[config.mk]
export PLATFORM = sky130hd
export DESIGN_NAME = uart_tx_drain
export DESIGN_NICKNAME = d
export VERILOG_FILES = /design/src/rtl/uart_pkg.sv /design/src/rtl/baud_tick.sv /design/src/rtl/uart_tx_drain.sv
export SDC_FILE = /design/constraint.sdc
export NUM_CORES = 1
export LEC_CHECK = 0
export CELL_PAD_IN_SITES_DETAIL_PLACEMENT = 2
export CELL_PAD_IN_SITES_GLOBAL_PLACEMENT = 2
export CORE_ASPECT_RATIO = 0.6
export CORE_MARGIN = 2
export CORE_UTILIZATION = 35
export DETAILED_ROUTE_END_ITERATION = 6
export PLACE_DENSITY = 0.88
export SLEW_MARGIN = 20
export SYNTH_ARGS = -nofsm -noshare
export SYNTH_HDL_FRONTEND = slang
export SYNTH_SLANG_ARGS = --single-unit
[constraint.sdc]
create_clock -name clk -period 4.9 [get_ports clk]
set_input_delay 0.735 -clock clk [delete_from_list [all_inputs] [get_ports clk]]
set_output_delay 0.735 -clock clk [all_outputs]
set_load 0.03 [all_outputs]
[src/rtl/uart_pkg.sv]
// Shared UART types and helpers for the TX drain and the planned RX block.
package uart_pkg;

  typedef enum logic [2:0] {
    IDLE,
    POP,
    LATCH,
    START,
    DATA,
    PARITY,
    STOP
  } tx_state_t;

  localparam logic UART_IDLE_LEVEL = 1'b1;

  function automatic int clks_per_bit(input int clk_hz, input int baud);
    return clk_hz / baud;
  endfunction

endpackage

[src/rtl/baud_tick.sv]
// Bit-period counter: counts 0..CLKS_PER_BIT-1 and flags the last count of each bit.
module baud_tick #(
  parameter int CLKS_PER_BIT = 4
) (
  input  logic clk,
  input  logic reset,
  input  logic clr,
  output logic tick
);

  localparam int CW = (CLKS_PER_BIT > 1) ? $clog2(CLKS_PER_BIT) : 1;
  localparam logic [CW-1:0] LAST = CW'(CLKS_PER_BIT - 1);

  logic [CW-1:0] count;

  always_ff @(posedge clk) begin
    if (!reset) begin
      count <= '0;
    end else if (clr || tick) begin
      count <= '0;
    end else begin
      count <= count + CW'(1);
    end
  end

  assign tick = (count == LAST);

endmodule

[src/rtl/uart_tx_drain.sv]
// Pops bytes from the registered-output FIFO and serialises them as 8N1 UART.
// Define UART_TX_PARITY_EN to insert an even-parity bit between data and stop.
//
// state  | meaning
// IDLE   | line high, waiting for tx_en and a non-empty FIFO
// POP    | one-cycle fifo_deq pulse
// LATCH  | FIFO output now valid, captured into the shift register
// START  | start bit (low)
// DATA   | WIDTH data bits, LSB first
// PARITY | even-parity bit (UART_TX_PARITY_EN builds only)
// STOP   | stop bit (high), frame_done in its last cycle
module uart_tx_drain
  import uart_pkg::*;
#(
  parameter int WIDTH        = 8,
  parameter int CLK_FREQ_HZ  = 100000000,
  parameter int BAUD         = 115200,
  parameter int CLKS_PER_BIT = clks_per_bit(CLK_FREQ_HZ, BAUD)
) (
  input  logic             clk,
  input  logic             reset,
  input  logic             tx_en,
  input  logic             fifo_empty,
  input  logic [WIDTH-1:0] fifo_dout,
  output logic             fifo_deq,
  output logic             tx,
  output logic             busy,
  output logic             frame_done
);

  localparam int IDX_W = (WIDTH > 1) ? $clog2(WIDTH) : 1;
  localparam logic [IDX_W-1:0] LAST_BIT = IDX_W'(WIDTH - 1);

  if (CLKS_PER_BIT < 2) begin : g_bad_baud
    $error("uart_tx_drain: CLKS_PER_BIT must be >= 2");
  end

  tx_state_t        state;
  tx_state_t        state_next;
  logic [WIDTH-1:0] shreg;
  logic [IDX_W-1:0] bit_idx;
  logic             tick;
  logic             clr;
  logic             last_bit;
`ifdef UART_TX_PARITY_EN
  logic             parity_bit;
`endif

  // Counter restarts on every state change so each bit gets a full period.
  assign clr      = (state_next != state) || (state == IDLE);
  assign last_bit = (bit_idx == LAST_BIT);

  baud_tick #(
    .CLKS_PER_BIT(CLKS_PER_BIT)
  ) u_baud_tick (
    .clk  (clk),
    .reset(reset),
    .clr  (clr),
    .tick (tick)
  );

  always_ff @(posedge clk) begin
    if (!reset) begin
      state <= IDLE;
    end else begin
      state <= state_next;
    end
  end

  always_comb begin
    state_next = state;
    case (state)
      IDLE:  if (tx_en && !fifo_empty) state_next = POP;
      POP:   state_next = LATCH;
      LATCH: state_next = START;
      START: if (tick) state_next = DATA;
      DATA: begin
        if (tick && last_bit) begin
`ifdef UART_TX_PARITY_EN
          state_next = PARITY;
`else
          state_next = STOP;
`endif
        end
      end
`ifdef UART_TX_PARITY_EN
      PARITY: if (tick) state_next = STOP;
`endif
      STOP:  if (tick) state_next = IDLE;
      default: state_next = IDLE;
    endcase
  end

  always_ff @(posedge clk) begin
    if (!reset) begin
      shreg   <= '0;
      bit_idx <= '0;
`ifdef UART_TX_PARITY_EN
      parity_bit <= 1'b0;
`endif
    end else begin
      case (state)
        LATCH: begin
          shreg   <= fifo_dout;
          bit_idx <= '0;
`ifdef UART_TX_PARITY_EN
          parity_bit <= ^fifo_dout;
`endif
        end
        DATA: begin
          if (tick) begin
            shreg   <= shreg >> 1;
            bit_idx <= last_bit ? '0 : bit_idx + IDX_W'(1);
          end
        end
        default: ;
      endcase
    end
  end

  always_comb begin
    tx = UART_IDLE_LEVEL;
    case (state)
      START: tx = ~UART_IDLE_LEVEL;
      DATA:  tx = shreg[0];
`ifdef UART_TX_PARITY_EN
      PARITY: tx = parity_bit;
`endif
      default: tx = UART_IDLE_LEVEL;
    endcase
  end

  assign fifo_deq   = (state == POP);
  assign busy       = (state != IDLE);
  assign frame_done = (state == STOP) && tick;

endmodule

==> results of run 1 <==
## placed cells by master (no fill, tap or decap), types with 2 or more instances in the layout
| cell type | count |
|---|---|
| dfxtp_1 | 24 |
| clkdlybuf4s50_1 | 15 |
| nor2_1 | 13 |
| nor3_1 | 12 |
| nand2_1 | 11 |
| nand3_1 | 8 |
| mux2i_1 | 8 |
| a211oi_1 | 8 |
| xnor2_1 | 6 |
| clkbuf_8 | 4 |
| a21oi_1 | 3 |
| inv_1 | 3 |
| o21ai_1 | 3 |
| ha_1 | 3 |
| or3_1 | 2 |
| nor3b_2 | 2 |
| xor2_1 | 2 |
## per-stage QoR
step	total power [uW]	setup WS, ns	utilization	cell area, um^2
3_5_place_dp	258	1.71	0.412	1340
2_1_floorplan	239	2.44	-	1190
4_1_cts	394	1.42	0.429	1390
5_1_grt	407	1.28	0.429	1390
3_3_place_gp	255	1.95	0.412	1340
6_report	387	1.45	0.429	1390
## sequential cells by signal, summed over array words and instances (netlist names)
| signal | cells |
|---|---|
| bit_idx | 3 |
| shreg | 8 |
| u_baud_tick.count | 10 |
| state | 3 |
## how the worst max path moves through the flow
stage	from	endpoint	slack, ns	depth (start not counted)
floorplan	u_baud_tick.count[0]	frame_done	2.44	5
global placement	u_baud_tick.count[0]	frame_done	1.95	6
detailed placement	u_baud_tick.count[0]	frame_done	1.71	6
CTS	u_baud_tick.count[0]	frame_done	1.42	6
global route	u_baud_tick.count[0]	frame_done	1.28	6
finish	u_baud_tick.count[0]	frame_done	1.45	6
## power by group
group | leakage (uW) | switching [uW] | internal, uW | total [uW]
logic | 0.000224 | 21.6 | 22.4 | 44.0
registers | 0.000195 | 7.71 | 202 | 210
clock network | 0.0000288 | 61.8 | 71.8 | 134
total | 0.000447 | 91.1 | 296 | 387
## kinds of logic after synthesis
family                   Yosys count  synth area share
AND/OR/NAND/NOR                   58             0.276
flip-flops                        24             0.405
AO/OA/AOI/OAI                     17            0.0938
buffers and inverters             12            0.0590
XOR/XNOR                           8            0.0590
multiplexers                       8            0.0674
adder cells (fa/ha/maj)            4            0.0400
## per-layer routing
layer	up-vias	share of wire
li1	479	-
met5	-	0
met1	463	0.46
met3	6	0.032
met2	12	0.49
met4	0	0.013
## layout make-up
class                      instances  area, um^2  area share
timing repair buffer              15         150       0.108
multi-input combinational         95         637       0.458
sequential                        24         480       0.346
tap                               45        56.3      0.0405
inverter                           3        11.3     0.00810
clock buffer                       4        55.1      0.0396
==> results.md, run 1 <==
* PostCTS Resize Cnt at 0
* Placed wire-length estimate at 2360 um
* CP endpoint kind: primary output
* Starting Density at 0.366
* #FFs+latches synth at 24
* Worst VDD drop at 0.000176 V
* Core area at 0.00324 mm^2
* Fraction of registers with async set/reset at 0
* Ant diodes at 0
* Clock-pin slew of the registers on the worst-case setup and hold paths at 0.08 ns
* Final Skew at 0.00576 ns
* Met1 GRT Util at 0.231
* PwrDens at 279 mW/mm^2
* Distinct cells, synth at 33
* Fin Hold WS at 0.481 ns
* Max Cap Viol at 0
* RSZ-0062 raised after global routing: no
* Avg Cell Area, Syn at 9.06 um^2
* Fillers at 369
* Critical path data required time at 4.16 ns
* Die W at 79.2 um
* Hold crit path type: flop to flop
* Via count at 960
* Synth top area cells: dfxtp_1 40%, mux2i_1 6.7%, nor3_1 5.1%
* Hold_sp: u_baud_tick.count[0]
* Detailed Routing Iterations Pass 1 at 4
* Leak at 0.000447 uW
* Final GP Congestion at 0.790
* Pin count of the biggest net entering global routing at 14
* Slew HR at 0.447
* Port bufs at 15
* Die H at 49.1 um
* Worst path max stage delay at 0.68 ns
* Met3 GRT Util at 0.0444
* Final Max Tran Viols at 0
* EDFF count, synth at 0
* R2r setup slk at 2.39 ns
* Final Hold Vio Count at 0
* Skew-Pair Late Insertion Delay at 0.27 ns
* Syn-to-layout area delta at 17.1%
* Cell taking the most area after synthesis: dfxtp_1
* CTS root buf: clkbuf_8
* CP Max Fanout at 5
* DR DRC count at 0
* Post-layout min period at 3.45 ns
* Reg2Reg Depth at 4
* Post-Syn Area at 0.00119 mm^2
* Mapped Nets at 146
* Cell Rows at 16
* CTS max path bufs at 2
* Setup bufs post-CTS at 0
* Post-synth top area share at 0.405
* Hold Path Stages at 1
* Initial DRC Count at 30
* Number of top-level pins at 16
* CTS Hold Bufs at 0
* Vias in the first global route at 1,073
* Setup TNS at 0 ns
* FMAX at 290 MHz
* Worst-margin pin slew at 0.825 ns
* Cells after Synth at 131
* Total grt overflow at 0
* Top post-synthesis cells by count: 24 x dfxtp_1, 13 x nor2_1, 12 x nor3_1, 11 x nand2_1
* CTS tree: built
* GR Util met2 at 0.323
* Initial antenna violation count at 0
* Final setup viols at 0
* Crit Path Class: flop to primary output
* Synth Flop Type: dfxtp_1
* H-tree depth at 1
* Worst Path Arrival at 2.71 ns
* Reg2Reg Launch Point: state[2]
* Final clock period utilization by the worst path at 0.703
* Share of layout cells above drive strength 1 at 0.0780
* Fin cells at 186
* Wire length of the first global-routing pass at 5440 um
* Post-synthesis sequential area ratio at 0.405
* Die ar. at 0.00389 mm^2
* Outcome: complete, no violations
* Crit path max-delay family: simple AND/OR/NAND/NOR gates
* Vias per inst at 5.16
* CTS Sinks at 24
* Num CTS Buffers at 3
* CP cell instances: ha_1 > nand4b_1 > nor3_1 > nand2_1 > nor2_1 > clkdlybuf4s50_1
* Count leader, synth: dfxtp_1
* GRT busiest layer: met2
* Synth warnings at 0
* CP startpoint kind: flop
* Avg WL per Cell at 17.0 um
* Nets at 157
* Placed Cells incl. Taps at 182
* Global Route Usage Sum at 0.185
* Hold Path End: u_baud_tick.count[0]
* Worst path slowest cell: clkdlybuf4s50_1
* Buf/Inv on CP at 1
* RR Endpoint: bit_idx[0]
* Final wirelength at 3160 um
* DRT antenna net count at 0
Note: power is estimated with default switching activity, not from simulation.
==> inputs of run 2 (changes only) <==
- CORE_UTILIZATION: 35 -> 29
- PLACE_DENSITY: 0.88 -> 0.79
- clock period: 4.9 -> 2.8 ns (I/O delays scaled with it)
==> run 2 against run 1 <==
  * Clock-buffer cell count is 1 lower
  * Sequential power up 75%
  * Sequential share of layout area shrank 0.25 points
  * Combinational power is 73% higher
  * Via count grew 0.10%
  * Sequential cell count unchanged
  * Cell count up 2.2%
  * Global-route usage is 4.3 points lower
  * Clock power increased by 48%
  * Die area rose by 19%
  * First-iteration DRC count shrank 33%
  * Power is 65% higher
  * Critical path type unchanged
  * Critical endpoint unchanged
  * Highest routed layer unchanged
==> results.md, run 2 (synthesis gave the netlist of run 1 again) <==
* Final Skew at 0.00716 ns (+0.00141 ns)
* Cell Rows at 17 (+1)
* Starting Density at 0.314 (-0.0525)
* Final clock period utilization by the worst path at 0.897
* Global Route Usage Sum at 0.142 (-0.0426)
* RSZ-0062 raised after global routing: no
* Worst Path Arrival at 2.09 ns (-0.62 ns)
* CTS Sinks at 24 (unchanged)
* Placed wire-length estimate at 2300 um (-2.2%)
* Clock-pin slew of the registers on the worst-case setup and hold paths at 0.08 ns (about the same)
* Initial DRC Count at 20 (-33%)
* CTS max path bufs at 2 (unchanged)
* Fin cells at 190 (+2.2%)
* Slew HR at 0.601 (+0.153)
* Crit Path Class: flop to primary output
* R2r setup slk at 0.63 ns (-1.76 ns)
* Nets at 160 (+1.9%)
* Fillers at 438 (+19%)
* Final wirelength at 2930 um (-7.1%)
* Via count at 961 (+0.10%)
* Leak at 0.000460 uW (+3.0%)
* Die W at 86.6 um (+9.4%)
* CTS tree: built
* Initial antenna violation count at 0 (unchanged)
* Max Cap Viol at 0 (unchanged)
* Num CTS Buffers at 3 (unchanged)
* CP endpoint kind: primary output
* P_sw at 151 uW (+65%)
* CP Max Fanout at 5 (unchanged)
* Biggest register: u_baud_tick.count
* Reg2Reg Depth at 5 (+1)
* Sw frac at 0.235 (about the same)
* Final Max Tran Viols at 0 (unchanged)
* Worst-margin pin slew at 0.597 ns (-0.229 ns)
* Placed Cells incl. Taps at 187 (+2.7%)
* Total grt overflow at 0 (unchanged)
* Top flop regs: u_baud_tick.count (10), shreg (8)
* Number of top-level pins at 16 (unchanged)
* CP startpoint kind: flop
* Avg WL per Cell at 15.4 um (-9.0%)
* Detailed Routing Iterations Pass 1 at 4 (unchanged)
* Most common cell after layout, fill and taps aside: dfxtp_1
* Vias per inst at 5.06 (-2.0%)
* Ant diodes at 0 (unchanged)
* Share of total power in combinational logic at 0.119 (+0.006)
* Fin Hold WS at 0.480 ns (-0.00114 ns)
* Hold Path Stages at 2 (+1)
* Setup TNS at 0 ns (unchanged)
* Critical path data required time at 2.38 ns (-1.78 ns)
* CTS root buf: clkbuf_8
* Port bufs at 15 (unchanged)
* Post-layout min period at 2.51 ns
* Final setup viols at 0 (unchanged)
* Skew-Pair Late Insertion Delay at 0.26 ns (about the same)
* PwrDens at 457 mW/mm^2 (+64%)
* Final Hold Vio Count at 0 (unchanged)
* Vias in the first global route at 997 (-7.1%)
* Syn-to-layout area delta at 17.9%
* Hold Path End: bit_idx[1]
* Clock Power Share at 0.309 (-0.036)
* Die ar. at 0.00464 mm^2 (+19%)
* RR Endpoint: bit_idx[0]
* Wire length of the first global-routing pass at 4930 um (-9.4%)
* Die H at 53.6 um (+9.1%)
* Final GP Congestion at 0.796 (+0.79%)
* Most frequent cells in the layout: 24 x dfxtp_1, 14 x clkdlybuf4s50_1, 13 x nor2_1
* Pin count of the biggest net entering global routing at 13 (-1)
* Share of layout cells above drive strength 1 at 0.0909 (+0.0129)
* Max reg flops at 10 (unchanged)
* H-tree depth at 1 (unchanged)
* Hold_sp: bit_idx[1]
* Outcome: complete, no violations
* Post-layout util at 0.370 (-0.0588)
* CTS Hold Bufs at 0 (unchanged)
* Core area at 0.00379 mm^2 (+17%)
* DRT antenna net count at 0 (unchanged)
* Worst VDD drop at 0.000213 V (+21%)
* Hold crit path type: flop to flop
* Sequential Power Share at 0.573 (+0.031)
* FMAX at 398 MHz
* Internal power at 490 uW (+65%)
* DR DRC count at 0 (unchanged)
* Reg2Reg Launch Point: u_baud_tick.count[0]
run 2: how the worst max path moves through the flow:
stage	startpoint	end	slack [ns]	cells after the start
after floorplan	u_baud_tick.count[0]	frame_done	0.65	5
after CTS	u_baud_tick.count[0]	frame_done	0.24	6
after global placement	u_baud_tick.count[0]	frame_done	0.35	6
after global routing	u_baud_tick.count[0]	frame_done	0.09	6
final	u_baud_tick.count[0]	frame_done	0.29	6
after detailed placement	u_baud_tick.count[0]	frame_done	0.26	6
run 2: repair_timing:
action / 4_1_cts / 5_1_grt
setup endpoints to repair: 1 / 0
buffers inserted: 0 / 0
endpoints found under the hold margin: 0 / 0
resized for setup: 1 / 0
run 2: power groups by stage:
stage | Combinational (uW) | Clock, uW | Sequential [uW]
3_3_place_gp | 74.6 | 0 | 373
2_1_floorplan | 52.3 | 0 | 366
3_5_place_dp | 76.7 | 0 | 375
5_1_grt | 83.7 | 226 | 369
4_1_cts | 77.3 | 209 | 367
6_report | 76.0 | 198 | 367
run 2: final cells by class:
type	instances	area, um^2	area share
sequential	24	480	0.343
inverter	3	11.3	0.00804
multi-input combinational	95	637	0.455
clock buffer	3	41.3	0.0295
timing repair buffer	18	171	0.122
tap	47	58.8	0.0420
run 2: stage by stage:
stage          instance area, um^2  worst slack [ns]  power (uW)
6_report                      1400             0.289         640
5_1_grt                       1400            0.0855         679
4_1_cts                       1400             0.243         654
3_5_place_dp                  1360             0.258         452
3_3_place_gp                  1360             0.350         448
2_1_floorplan                 1190             0.651         419
run 2: critical path, stage by stage (launching register included):
cell and delay (ns):
dfxtp_1 0.41, ha_1 0.28, nand4b_1 0.20, nor3_1 0.27
nand2_1 0.13, nor2_1 0.13, dlygate4sd2_1 0.42
run 2: metal layers:
layer	track usage	wire length [um]	vias to the layer above
li1	-	-	491
met4	0.0391	27	0
met5	0	0	-
met1	0.192	1480	458
met2	0.227	1340	10
met3	0.0383	83	2
